`config.mk`:
```
export PLATFORM = sky130hd
export DESIGN_NAME = vsc8541_smi_responder
export DESIGN_NICKNAME = d
export VERILOG_FILES = /design/src/rtl/vsc8541_smi_pkg.sv /design/src/rtl/vsc8541_smi_sync.sv /design/src/rtl/vsc8541_smi.sv
export SDC_FILE = /design/constraint.sdc
export NUM_CORES = 1
export LEC_CHECK = 0
export ABC_AREA = 1
export CELL_PAD_IN_SITES_DETAIL_PLACEMENT = 0
export CELL_PAD_IN_SITES_GLOBAL_PLACEMENT = 1
export CORE_UTILIZATION = 30
export CTS_BUF_LIST = sky130_fd_sc_hd__clkbuf_16
export DETAILED_ROUTE_END_ITERATION = 7
export MAX_ROUTING_LAYER = met4
export PLACE_DENSITY_LB_ADDON = 0.1
export SLEW_MARGIN = 20
export SYNTH_ARGS = -nofsm -noshare
export SYNTH_HDL_FRONTEND = slang
export SYNTH_HIERARCHICAL = 1
export SYNTH_SLANG_ARGS = --single-unit
export TNS_END_PERCENT = 20
```
`constraint.sdc`:
```
create_clock -name clk -period 4.9 [get_ports clk]
set_input_delay 0.98 -clock clk [delete_from_list [all_inputs] [get_ports clk]]
set_output_delay 0.98 -clock clk [all_outputs]
set_load 0.02 [all_outputs]
```
`src/rtl/vsc8541_smi_pkg.sv`:
```
// Shared types and constants for the VSC8541-style MDIO/SMI register responder.
package vsc8541_smi_pkg;

  typedef enum logic [2:0] {
    S_IDLE,
    S_START,
    S_OP,
    S_PHYAD,
    S_REGAD,
    S_TA,
    S_RDATA,
    S_WDATA
  } smi_state_e;

  localparam logic [1:0] OP_READ    = 2'b10;
  localparam logic [1:0] OP_WRITE   = 2'b01;
  localparam logic [1:0] ST_PATTERN = 2'b01;

  localparam int PHYAD_W = 5;
  localparam int REGAD_W = 5;
  localparam int DATA_W  = 16;

  typedef struct packed {
    smi_state_e  state;
    logic [4:0]  bit_cnt;
    logic        mdc;
    logic        mdio;
    logic        mdio_rise;
  } smi_dbg_t;

endpackage

```
`src/rtl/vsc8541_smi_sync.sv`:
```
// Two-flop synchronizer with rising-edge detect; flops idle high like the MDC/MDIO lines.
module vsc8541_smi_sync (
  input  logic clk,
  input  logic i_reset,
  input  logic i_async,
  output logic o_level,
  output logic o_rise
);

  logic meta_q, sync_q, prev_q;

  always_ff @(posedge clk) begin
    if (i_reset) begin
      meta_q <= 1'b1;
      sync_q <= 1'b1;
      prev_q <= 1'b1;
    end else begin
      meta_q <= i_async;
      sync_q <= meta_q;
      prev_q <= sync_q;
    end
  end

  assign o_level = sync_q;
  assign o_rise  = sync_q & ~prev_q;

endmodule

```
`src/rtl/vsc8541_smi.sv`:
```
// Clause-22 MDIO responder: decodes frames on MDC rising edges, issues register
// read/write strobes and drives read data back onto MDIO.
//
// Handshake: o_rd_en is a one-clk request; i_rd_data must be valid in the clk
// after it and is captured at that clk's end. o_wr_en is a one-clk strobe with
// o_wr_data/o_reg_addr stable during it. There is no back-pressure.
module vsc8541_smi_responder
  import vsc8541_smi_pkg::*;
#(
  parameter logic [4:0] PHY_ADDR     = 5'd0,
  parameter int         PREAMBLE_LEN = 32
) (
  input  logic        clk,
  input  logic        i_reset,
  input  logic        i_mdc,
  input  logic        i_mdio,
  output logic        o_mdio,
  output logic        o_mdio_oe,
  output logic [4:0]  o_reg_addr,
  output logic        o_rd_en,
  input  logic [15:0] i_rd_data,
  output logic        o_wr_en,
  output logic [15:0] o_wr_data,
  output smi_dbg_t    o_dbg
);

  localparam int ONES_W = $clog2(PREAMBLE_LEN + 1);
  localparam logic [ONES_W-1:0] ONES_MAX = ONES_W'(PREAMBLE_LEN);

  logic mdc_level, mdc_rise, mdio_s, mdio_rise;

  vsc8541_smi_sync u_sync_mdc (
    .clk(clk), .i_reset(i_reset), .i_async(i_mdc), .o_level(mdc_level), .o_rise(mdc_rise)
  );
  vsc8541_smi_sync u_sync_mdio (
    .clk(clk), .i_reset(i_reset), .i_async(i_mdio), .o_level(mdio_s), .o_rise(mdio_rise)
  );

  smi_state_e         state_q, state_d;
  logic [ONES_W-1:0]  ones_q, ones_d;
  logic [4:0]         cnt_q, cnt_d;
  logic [3:0]         field_q, field_d;
  logic               is_read_q, is_read_d, match_q, match_d, load_q, load_d;
  logic [15:0]        shift_q, shift_d, wr_data_q, wr_data_d;
  logic               mdio_q, mdio_d, oe_q, oe_d, rd_en_q, rd_en_d, wr_en_q, wr_en_d;
  logic [4:0]         reg_addr_q, reg_addr_d;
  logic [4:0]         field_next;
  logic [1:0]         op_bits;

  // Address and opcode fields share one shifter; the 5th sample completes a field.
  assign field_next = {field_q, mdio_s};
  assign op_bits    = {field_q[0], mdio_s};

  always_comb begin
    state_d    = state_q;
    ones_d     = ones_q;
    cnt_d      = cnt_q;
    field_d    = field_q;
    is_read_d  = is_read_q;
    match_d    = match_q;
    load_d     = rd_en_q;
    shift_d    = load_q ? i_rd_data : shift_q;
    wr_data_d  = wr_data_q;
    mdio_d     = mdio_q;
    oe_d       = oe_q;
    rd_en_d    = 1'b0;
    wr_en_d    = 1'b0;
    reg_addr_d = reg_addr_q;
    if (mdc_rise) begin
      case (state_q)
        S_IDLE: begin
          if (mdio_s != ST_PATTERN[1]) begin
            if (ones_q != ONES_MAX) ones_d = ones_q + ONES_W'(1);
          end else begin
            ones_d = '0;
            if (ones_q >= ONES_MAX) state_d = S_START;
          end
        end
        S_START: begin
          cnt_d   = '0;
          state_d = (mdio_s == ST_PATTERN[0]) ? S_OP : S_IDLE;
        end
        S_OP: begin
          field_d = field_next[3:0];
          cnt_d   = cnt_q + 5'd1;
          if (cnt_q == 5'd1) begin
            cnt_d     = '0;
            is_read_d = (op_bits == OP_READ);
            state_d   = (op_bits == OP_READ || op_bits == OP_WRITE) ? S_PHYAD : S_IDLE;
          end
        end
        S_PHYAD: begin
          field_d = field_next[3:0];
          cnt_d   = cnt_q + 5'd1;
          if (cnt_q == 5'(PHYAD_W - 1)) begin
            cnt_d   = '0;
            match_d = (field_next == PHY_ADDR);
            state_d = S_REGAD;
          end
        end
        S_REGAD: begin
          field_d = field_next[3:0];
          cnt_d   = cnt_q + 5'd1;
          if (cnt_q == 5'(REGAD_W - 1)) begin
            cnt_d      = '0;
            reg_addr_d = field_next;
            rd_en_d    = is_read_q & match_q;
            state_d    = S_TA;
          end
        end
        S_TA: begin
          if (is_read_q) begin
            cnt_d = 5'd1;
            if (cnt_q == 5'd0) begin
              oe_d   = match_q;
              mdio_d = ~match_q;
            end else begin
              state_d = S_RDATA;
              mdio_d  = match_q ? shift_q[15] : 1'b1;
              shift_d = {shift_q[14:0], 1'b0};
            end
          end else if (cnt_q == 5'd0) begin
            cnt_d   = 5'd1;
            state_d = mdio_s ? S_TA : S_IDLE;
          end else begin
            cnt_d   = '0;
            state_d = mdio_s ? S_IDLE : S_WDATA;
          end
        end
        S_RDATA: begin
          // cnt_q counts bits already on the wire; the edge after D0 ends the frame.
          if (cnt_q == 5'(DATA_W)) begin
            oe_d    = 1'b0;
            mdio_d  = 1'b1;
            state_d = S_IDLE;
          end else begin
            cnt_d   = cnt_q + 5'd1;
            mdio_d  = match_q ? shift_q[15] : 1'b1;
            shift_d = {shift_q[14:0], 1'b0};
          end
        end
        S_WDATA: begin
          shift_d = {shift_q[14:0], mdio_s};
          cnt_d   = cnt_q + 5'd1;
          if (cnt_q == 5'(DATA_W - 1)) begin
            cnt_d   = '0;
            state_d = S_IDLE;
            if (match_q) begin
              wr_en_d   = 1'b1;
              wr_data_d = {shift_q[14:0], mdio_s};
            end
          end
        end
        default: state_d = S_IDLE;
      endcase
      if (state_d == S_IDLE && state_q != S_IDLE) ones_d = '0;
    end
  end

  always_ff @(posedge clk) begin
    if (i_reset) begin
      state_q    <= S_IDLE;
      ones_q     <= '0;
      cnt_q      <= '0;
      field_q    <= '0;
      is_read_q  <= 1'b0;
      match_q    <= 1'b0;
      load_q     <= 1'b0;
      shift_q    <= '0;
      wr_data_q  <= '0;
      mdio_q     <= 1'b1;
      oe_q       <= 1'b0;
      rd_en_q    <= 1'b0;
      wr_en_q    <= 1'b0;
      reg_addr_q <= '0;
    end else begin
      state_q    <= state_d;
      ones_q     <= ones_d;
      cnt_q      <= cnt_d;
      field_q    <= field_d;
      is_read_q  <= is_read_d;
      match_q    <= match_d;
      load_q     <= load_d;
      shift_q    <= shift_d;
      wr_data_q  <= wr_data_d;
      mdio_q     <= mdio_d;
      oe_q       <= oe_d;
      rd_en_q    <= rd_en_d;
      wr_en_q    <= wr_en_d;
      reg_addr_q <= reg_addr_d;
    end
  end

  assign o_mdio     = mdio_q;
  assign o_mdio_oe  = oe_q;
  assign o_rd_en    = rd_en_q;
  assign o_wr_en    = wr_en_q;
  assign o_wr_data  = wr_data_q;
  assign o_reg_addr = reg_addr_q;
  assign o_dbg      = '{state: state_q, bit_cnt: cnt_q, mdc: mdc_level,
                        mdio: mdio_s, mdio_rise: mdio_rise};

endmodule

```
==> run_results.csv, run 1 <==
group,metric,value,unit
clock_network,cts-root-buf,"clkbuf_16",
clock_network,cts_max_level,3,
pwr,clock_power_share,51.6,%
sta,slew_headroom,34.70,%
clock_network,cts_resized,0,
sta,finClkSkew,0.01097,ns
pwr,finalPower,0.001261,W
critical_path,path_class,"in -> reg",
yosys,syn_area_per_cell,7.047,um^2
sta,final-setup-viol-count,0,
sta,tns,0,ns
pwr,irDropWorstVdd,0.2068,mV
placed_design,gp_congestion,0.8364,
worst_hold_path,min_path_type,"reg -> reg",
sta,rsz0062_at_grt,"false",
clock_network,cts_setup_buffers,0,
finish,nets,554,
die,initial_core_util,30.94,%
clock_network,clk_pin_slew,0.06,ns
pwr,p_int,0.0009767,W
drt,via_per_inst,4.599,
drt,wl_per_cell,12.95,um
die,dieArea,11660,um^2
finish,nFillCells,1181,
drt,drc,0,
yosys,synth_nets,508,
finish,layout-drive-gt1-share,8.318,%
drt,wl,8.664,mm
sta,tightest_slew,0.9782,ns
finish,syn2layout_area_growth,27.41,%
global_routing,grt_max_degree,37,
drt,drtPass1Iterations,4,
yosys,seq_area_frac_synth,40.42,%
placed_design,placed_cells_incl_taps,653,
critical_path,cpLargestDelayFamily,"buffers and inverters",
global_routing,grt_use_total,16.34,%
critical_path,path_cells,"clkdlybuf4s50_1 -> buf_4 -> clkinv_1 -> o21ai_0 -> a21oi_1",
drt,drt_iter0_markers,115,
finish,register_area,1361,um^2
sta,drv_slew,0,
drt,routed.top_layer,"met4",
status,status,"completed",
sta,max_freq,0.3599,GHz
die,coreArea,10890,um^2
finish,diodes,0,
pwr,power_density,293.8,nW/um^2
clock_network,hold_buffers,0,
finish,final_cells,669,
critical_path,crit_required,5.09,ns
sta,fin_crit,2.779,ns
finish,layout_commonest_cell,"nand2_1",
drt,met1_length,4.417,mm
clock_network,cts_buffers,9,
clock_network,clock_path_buffers,2,
critical_path,worstSetupStartpointType,"primary input",
placed_design,detailed_place_hpwl,6.114,mm
drt,ant_nets,0,
critical_path,worstPathMaxFanout,36,
die,num_rows,38,
die,ios,56,
pwr,p_sw,0.0002843,W
pwr,swShare,22.55,%
placed_design,io_buffer_count,55,
clock_network,cts_tree,"done",
sta,fin_hold_ws,0.4050,ns
yosys,syn_inst,478,
die,die_x,108.0,um
sta,fin_crit_sh,56.71,%
critical_path,cpPeakStageDelay,0.83,ns
drt,met3_length,306,um
yosys,ys_seq_elements,68,
critical_path,end_kind,"flop",
global_routing,grt_overflow,0,
drt,met2_length,3.885,mm
global_routing,grt_antenna_before_repair,0,
global_routing,grt_first_pass_wirelength,14.29,mm
yosys,synthDistinctLibCells,35,
global_routing,first_global_vias,2920,
finish,multi_input_area,1645,um^2
pwr,leakagePower,1.674,nW
sta,hold_viol,0,
pwr,comb_power_share,3.9,%
placed_design,pre_cts_ws,1.980,ns
pwr,power_frac_seq,44.5,%
critical_path,critPathBufInv,3,
critical_path,cp.arrival,2.97,ns
yosys,synth_area,3368,um^2
clock_network,clkLatencyLatePin,0.33,ns
clock_network,clkSinkCount,68,
die,die_h,108.0,um
yosys,ys_warn_count,6,
drt,num_vias,3077,
finish,layout_common_cells,"nand2_1, dfxtp_1, inv_1",
sta,fin_ws,2.121,ns
job,drv_cap,0,
critical_path,cpMaxStageDelayCell,"clkinv_1",
## per-stage QoR
stage,instance area [um^2],utilization [%]
6_report,4292,39.42
5_1_grt,4292,39.42
4_1_cts,4292,39.42
3_5_place_dp,3991,36.66
3_3_place_gp,3991,36.66
2_1_floorplan,3368,-
## metal layers
layer  GRT usage, %  up-vias
li1               -     1641
met1          21.53     1381
met2          24.75       51
met3          4.521        4
met4          3.718        0
met5              -        -
## path summary, 6_finish.rpt
path | startpoint | to | slack [ns] | cells after the start
worst max register to register | cnt_q[0]$_SDFFE_PP0P_ | ones_q[2]$_SDFFE_PP0P_ | 2.58 | 16
worst max-delay path | i_reset | field_q[0]$_SDFFE_PP0P_ | 2.12 | 5
worst min register to register | u_sync_mdc/meta_q$_SDFF_PP1_ | u_sync_mdc/o_level$_SDFF_PP1_ | 0.41 | 2
worst min-delay path | u_sync_mdc/meta_q$_SDFF_PP1_ | u_sync_mdc/o_level$_SDFF_PP1_ | 0.41 | 2
## synth_stat cells
cell type | n | area share, %
a21oi_1 | 48 | 7.1
a21oi_2 | 1 | 0.26
a31oi_1 | 2 | 0.37
buf_1 | 1 | 0.11
buf_2 | 1 | 0.15
buf_4 | 8 | 1.8
clkbuf_1 | 11 | 1.2
clkbuf_4 | 1 | 0.22
dfxtp_1 | 68 | 40
ha_1 | 10 | 3.7
inv_1 | 59 | 6.6
inv_2 | 6 | 0.67
mux2_2 | 1 | 0.33
nand2_1 | 91 | 10
nand2_2 | 2 | 0.37
nand2_4 | 2 | 0.67
nand3_1 | 32 | 4.8
nand3_2 | 3 | 0.89
nand3_4 | 1 | 0.52
nand4_1 | 2 | 0.37
nor2_1 | 44 | 4.9
nor2_2 | 6 | 1.1
nor2_4 | 2 | 0.67
nor3_1 | 8 | 1.2
nor3_2 | 1 | 0.30
nor4_1 | 4 | 0.74
o2111ai_1 | 1 | 0.26
o211ai_1 | 1 | 0.22
o211ai_2 | 1 | 0.37
o21ai_0 | 51 | 7.6
o21ai_1 | 2 | 0.30
o22ai_1 | 1 | 0.19
or2_2 | 1 | 0.19
xnor2_1 | 2 | 0.52
xor2_1 | 3 | 0.78
## registers in the layout, summed over array words and instances, names as in the netlist, 3 cells and up
signal / flops
field_q: 4
cnt_q: 5
o_wr_data: 16
shift_q: 16
state_q: 3
o_reg_addr: 5
ones_q: 6
## power groups by stage
stage / Combinational [W] / Clock, W / Sequential, W
6_report: 0.0000490 / 0.000651 / 0.000561
5_1_grt: 0.0000553 / 0.000699 / 0.000561
4_1_cts: 0.0000500 / 0.000672 / 0.000561
3_5_place_dp: 0.0000497 / 0 / 0.000573
3_3_place_gp: 0.0000493 / 0 / 0.000573
2_1_floorplan: 0.0000276 / 0 / 0.000572
## worst register-to-register path, cell delays in order (launching register included)
cell     delay [ns]
dfxtp_1        0.38
inv_1          0.13
ha_1           0.15
inv_1          0.06
nor2_4         0.12
nand2_1        0.13
ha_1           0.30
nand2_1        0.06
nand2_1        0.09
nand3_1        0.11
nor2_2         0.15
nand3_4        0.13
nand2_4        0.11
nand2_4        0.08
nand2_1        0.09
nand2_1        0.05
nor2_1         0.10
## area by class of cell
class / instances / share of cell area [%]
timing repair buffer: 57 / 13.18
multi-input combinational: 323 / 38.34
clock inverter: 7 / 1.749
sequential: 68 / 31.72
tap: 140 / 4.082
inverter: 65 / 5.685
clock buffer: 9 / 5.248
## kinds of logic after synthesis
family                   count (synthesis)  synth area share (%)
AND/OR/NAND/NOR                        199                 26.82
AO/OA/AOI/OAI                          108                 16.68
buffers and inverters                   87                 10.74
flip-flops                              68                 40.42
adder cells (fa/ha/maj)                 10                 3.715
XOR/XNOR                                 5                 1.300
multiplexers                             1                0.3343
(Power assumes the default switching activity.)
==> inputs of run 2 (changes only) <==
==> constraint.sdc (replaced) <==
create_clock -name clk -period 2.9 [get_ports clk]
set_input_delay 0.58 -clock clk [delete_from_list [all_inputs] [get_ports clk]]
set_output_delay 0.58 -clock clk [all_outputs]
set_load 0.02 [all_outputs]
==> run 2 against run 1 <==
Effect of this change: setup slack worse by 1.4 ns; final area up 0.55%; critical path depth up 10; register-to-register slack worse by 1.8 ns; non-clock buffer count up 4; first-iteration DRC count up 24%; count of clock-buffer cells in the layout unchanged; worst hold slack about the same; sequential share of layout area down 0.17 points; routed wire length up 2.5%; critical path type is now reg -> reg; highest routed layer unchanged.
==> run_results.csv, run 2 (synthesis results as in run 1) <==
group,metric,value,unit
global_routing,grt_use_total,16.93,%
pwr,power_density,485.6,nW/um^2
sta,final-setup-viol-count,0,
sta,max_freq,0.4623,GHz
global_routing,grt_antenna_before_repair,0,
drt,drc,0,
worst_hold_path,min_path_type,"reg -> reg",
finish,layout_commonest_cell,"nand2_1",
drt,num_vias,3127,
die,coreArea,10890,um^2
critical_path,startpoint,"cnt_q[0]$_SDFFE_PP0P_",
sta,fin_hold_ws,0.4050,ns
clock_network,hold_buffers,0,
finish,layout_common_cells,"nand2_1, dfxtp_1, inv_1",
die,initial_core_util,30.94,%
die,dieArea,11660,um^2
placed_design,detailed_place_hpwl,6.296,mm
drt,drtPass1Iterations,5,
die,num_rows,38,
pwr,leakagePower,1.701,nW
critical_path,r2r-start,"cnt_q[0]$_SDFFE_PP0P_",
clock_network,cts_setup_buffers,0,
sta,drv_slew,0,
sta,hold_viol,0,
sta,rsz0062_at_grt,"false",
sta,tightest_slew,0.7026,ns
clock_network,clkLatencyLatePin,0.32,ns
global_routing,first_global_vias,3056,
worst_hold_path,min-delay-start,"u_sync_mdio/meta_q$_SDFF_PP1_",
drt,wl,8.881,mm
drt,via_per_inst,4.653,
status,status,"completed",
critical_path,path_class,"reg -> reg",
clock_network,cts-root-buf,"clkbuf_16",
pwr,irDropWorstVdd,0.2582,mV
sta,finClkSkew,0.005826,ns
finish,diodes,0,
critical_path,end_kind,"flop",
drt,ant_nets,0,
die,ios,56,
die,die_h,108.0,um
die,die_x,108.0,um
clock_network,clk_pin_slew,0.06,ns
critical_path,worstSetupStartpointType,"flop",
placed_design,io_buffer_count,55,
finish,syn2layout_area_growth,28.12,%
critical_path,worstPathMaxFanout,8,
sta,slew_headroom,52.80,%
critical_path,cp.arrival,2.38,ns
finish,nets,558,
clock_network,clkSinkCount,68,
clock_network,cts_tree,"done",
sta,fin_crit_sh,74.60,%
critical_path,crit_required,3.12,ns
sta,fin_crit,2.163,ns
sta,tns,0,ns
clock_network,cts_resized,0,
drt,wl_per_cell,13.22,um
job,drv_cap,0,
drt,drt_iter0_markers,143,
global_routing,grt_first_pass_wirelength,14.88,mm
global_routing,grt_max_degree,33,
global_routing,grt_overflow,0,
clock_network,cts_max_level,3,
clock_network,cts_buffers,9,
finish,layout-drive-gt1-share,8.835,%
placed_design,gp_congestion,0.8049,
clock_network,clock_path_buffers,2,
-- run 2: path summary, 6_finish.rpt --
kind | end | cells after the start | slack (ns)
setup / recovery | ones_q[2]$_SDFFE_PP0P_ | 15 | 0.74
setup reg to reg | ones_q[2]$_SDFFE_PP0P_ | 15 | 0.74
hold / removal | u_sync_mdio/o_level$_SDFF_PP1_ | 2 | 0.40
hold reg to reg | u_sync_mdio/o_level$_SDFF_PP1_ | 2 | 0.40
-- run 2: report_power, final --
group          internal [W]  switching, W  leakage (nW)  total (W)
registers          0.000941    0.00000530         0.549   0.000946
logic             0.0000435     0.0000464          1.01  0.0000899
clock network      0.000653      0.000406         0.138    0.00106
total               0.00164      0.000458          1.70    0.00210
-- run 2: per-layer routing --
layer | wire [um] | track usage, %
met1 | 4308 | 21.40
met5 | 0 | -
met4 | 173 | 5.969
met2 | 4137 | 27.12
met3 | 261 | 2.893
-- run 2: worst max-delay path: stages, from the launching register on --
cell and delay [ns]:
dfxtp_1 0.37, inv_1 0.12, ha_1 0.15, inv_1 0.05
nor2_4 0.12, nand2_1 0.12, ha_1 0.29, nand2_1 0.06
nand2_1 0.07, nand3_1 0.10, nor2_2 0.13, nand3_4 0.12
nand2_4 0.11, nand2_4 0.08, nor2_1 0.11, nor2_1 0.05
-- run 2: through the flow --
step	total power, W	area [um^2]	worst slack [ns]	cells	util, %
CTS	0.002129	4315	0.7001	672	39.63
global route	0.002162	4315	0.3994	672	39.63
global placement	0.001058	4034	0.7734	657	37.05
finish	0.002096	4315	0.7367	672	39.63
detailed placement	0.001058	4034	0.7095	657	37.05
floorplan	0.001012	3368	0.8257	478	-
-- run 2: area by class of cell --
type	instances	area [um^2]
sequential	68	1361
tap	140	175.2
clock inverter	6	56.30
fill	1167	6573
multi-input combinational	323	1645
clock buffer	9	225.2
timing repair buffer	61	608.1
inverter	65	244.0
==> inputs of run 3 (changes only) <==
==> constraint.sdc (replaced) <==
create_clock -name clk -period 1.9 [get_ports clk]
set_input_delay 0.38 -clock clk [delete_from_list [all_inputs] [get_ports clk]]
set_output_delay 0.38 -clock clk [all_outputs]
set_load 0.02 [all_outputs]
==> run 3 against run 2 <==
Effect of this change: the run now ends with negative setup slack left; first-iteration DRC count rose by 5.6%; routed wire length rose by 8.4%; combinational power rose by 75%; final cell count rose by 6.3%; fmax rose by 11%; die area did not move; via count rose by 6.1%; count of clock-buffer cells in the layout rose by 1; largest power group unchanged; highest routed layer unchanged.
==> run_results.csv, run 3 (synthesis results as in run 1) <==
group,metric,value,unit
status,status,"complete, but fails checks",
status,violations,"negative setup slack",
die,num_rows,38,
drt,drt_iter0_markers,151,
die,coreArea,10890,um^2
finish,layout_common_cells,"nand2_1, dfxtp_1, inv_1",
finish,nFillCells,1133,
clock_network,cts-root-buf,"clkbuf_16",
clock_network,cts_tree,"done",
global_routing,grt_max_degree,29,
drt,wl_per_cell,13.48,um
finish,layout_commonest_cell,"nand2_1",
drt,via_per_inst,4.648,
pwr,swShare,21.22,%
drt,routed.top_layer,"met4",
drt,drc,0,
critical_path,reg2regPathDepth,16,
die,die_h,108.0,um
global_routing,first_global_vias,3214,
job,drv_cap,0,
clock_network,cts_buffers,9,
pwr,clock_power_share,54.1,%
pwr,p_sw,0.0007378,W
sta,finClkSkew,0.007239,ns
placed_design,gp_congestion,0.8609,
placed_design,placed_cells_incl_taps,688,
sta,final-setup-viol-count,5,
critical_path,worstSetupStartpointType,"flop",
finish,diodes,0,
critical_path,cpMaxStageDelayCell,"dfxtp_4",
pwr,comb_power_share,4.5,%
sta,max_freq,0.5142,GHz
drt,wl,9.624,mm
drt,met2_length,4.553,mm
critical_path,cp.arrival,2.21,ns
clock_network,clock_path_buffers,2,
finish,final_cells,714,
die,initial_core_util,30.94,%
pwr,irDropWorstVdd,0.4469,mV
drt,drtPass1Iterations,4,
sta,fin_crit,1.945,ns
die,ios,56,
worst_hold_path,min_path_type,"reg -> reg",
critical_path,worstPathMaxFanout,8,
worst_hold_path,min_path_cells,2,
finish,multi_input_area,1764,um^2
pwr,power_density,715.5,nW/um^2
finish,layout-drive-gt1-share,20.38,%
critical_path,crit_required,2.17,ns
pwr,power_frac_seq,41.4,%
sta,tightest_slew,0.3907,ns
global_routing,grt_first_pass_wirelength,16.01,mm
sta,fin_crit_sh,102.4,%
global_routing,grt_antenna_before_repair,0,
clock_network,clkSinkCount,68,
drt,met1_length,4.661,mm
placed_design,detailed_place_hpwl,6.856,mm
die,dieArea,11660,um^2
finish,nets,599,
placed_design,io_buffer_count,55,
clock_network,clkLatencyLatePin,0.33,ns
drt,met3_length,287,um
critical_path,end_kind,"flop",
finish,register_area,1371,um^2
global_routing,grt_overflow,0,
sta,fin_hold_ws,0.4011,ns
sta,tns,-0.09995,ns
die,die_x,108.0,um
finish,post-route-util,44.62,%
sta,drv_slew,0,
sta,hold_viol,0,
drt,ant_nets,0,
critical_path,path_class,"reg -> reg",
global_routing,grt_use_total,18.24,%
pwr,p_int,0.002738,W
clock_network,clk_pin_slew,0.06,ns
pwr,leakagePower,1.987,nW
critical_path,cpPeakStageDelay,0.36,ns
critical_path,path_cells,"inv_4 -> ha_4 -> inv_2 -> nor2_4 -> nand2_2 -> ha_4 -> nand2_2 -> nand2_2 -> nand3_4 -> nor2_4 -> nand3_4 -> nand2_4 -> nand2_8 -> nand2_1 -> nand2_1 -> nor2_1",
drt,num_vias,3319,
sta,rsz0062_at_grt,"true",
critical_path,path_common_cell,"nand2_2",
clock_network,cts_max_level,3,
sta,slew_headroom,73.75,%
finish,syn2layout_area_growth,44.24,%
sta,fin_ws,-0.04471,ns
==> run 3: layer usage <==
metal | vias to the layer above | global-route usage (%)
li1 | 1725 | -
met1 | 1529 | 23.43
met2 | 56 | 29.12
met3 | 9 | 3.074
met4 | 0 | 5.773
met5 | - | -
==> run 3: through the flow <==
stage               area [um^2]  setup WS (ns)  total power, W
floorplan                  3416       0.001333        0.001543
global placement           4352       -0.01073        0.001624
detailed placement         4352       -0.09576        0.001623
CTS                        4772       -0.04506        0.003529
global route               4858        -0.1810        0.003598
finish                     4858       -0.04471        0.003476
==> run 3: power groups by stage <==
stage                     combinational, W  clock [W]  sequential, W
after floorplan                  0.0000721          0        0.00147
after global placement            0.000152          0        0.00147
after detailed placement          0.000151          0        0.00147
after CTS                         0.000153    0.00194        0.00144
after global routing              0.000173    0.00198        0.00144
final                             0.000157    0.00188        0.00144
==> run 3: cell type report <==
cell class | instances | share of cell area [%]
flip-flops and latches | 68 | 28.23
multi-input cells | 323 | 36.31
clock buffers | 10 | 5.151
inverters | 65 | 5.125
clock inverters | 6 | 1.777
repair buffers | 102 | 19.80
well taps | 140 | 3.605
==> run 3: worst paths after layout <==
path | slack [ns] | end | start
setup / recovery | -0.04 | ones_q[0]$_SDFFE_PP0P_ | cnt_q[1]$_SDFFE_PP0P_
hold / removal | 0.40 | u_sync_mdio/o_level$_SDFF_PP1_ | u_sync_mdio/meta_q$_SDFF_PP1_
setup reg to reg | -0.04 | ones_q[0]$_SDFFE_PP0P_ | cnt_q[1]$_SDFFE_PP0P_
hold reg to reg | 0.40 | u_sync_mdio/o_level$_SDFF_PP1_ | u_sync_mdio/meta_q$_SDFF_PP1_
==> run 3: what timing repair did <==
item / in CTS / in global routing
pin swaps: 14 / 7
setup buffers: 6 / 3
endpoints found under the setup margin: 25 / 29
resized for setup: 13 / 19
cloned: 0 / 1
hold buffers: 0 / 0
==> run 3: critical path, delay by kind of cell (launching register included) <==
| kind | cells | cell delay (ns) |
|---|---|---|
| and+or+nand+nor | 12 | 1.02 |
| adders and majority gates | 2 | 0.39 |
| DFF | 1 | 0.36 |
| buffers and inverters | 2 | 0.10 |
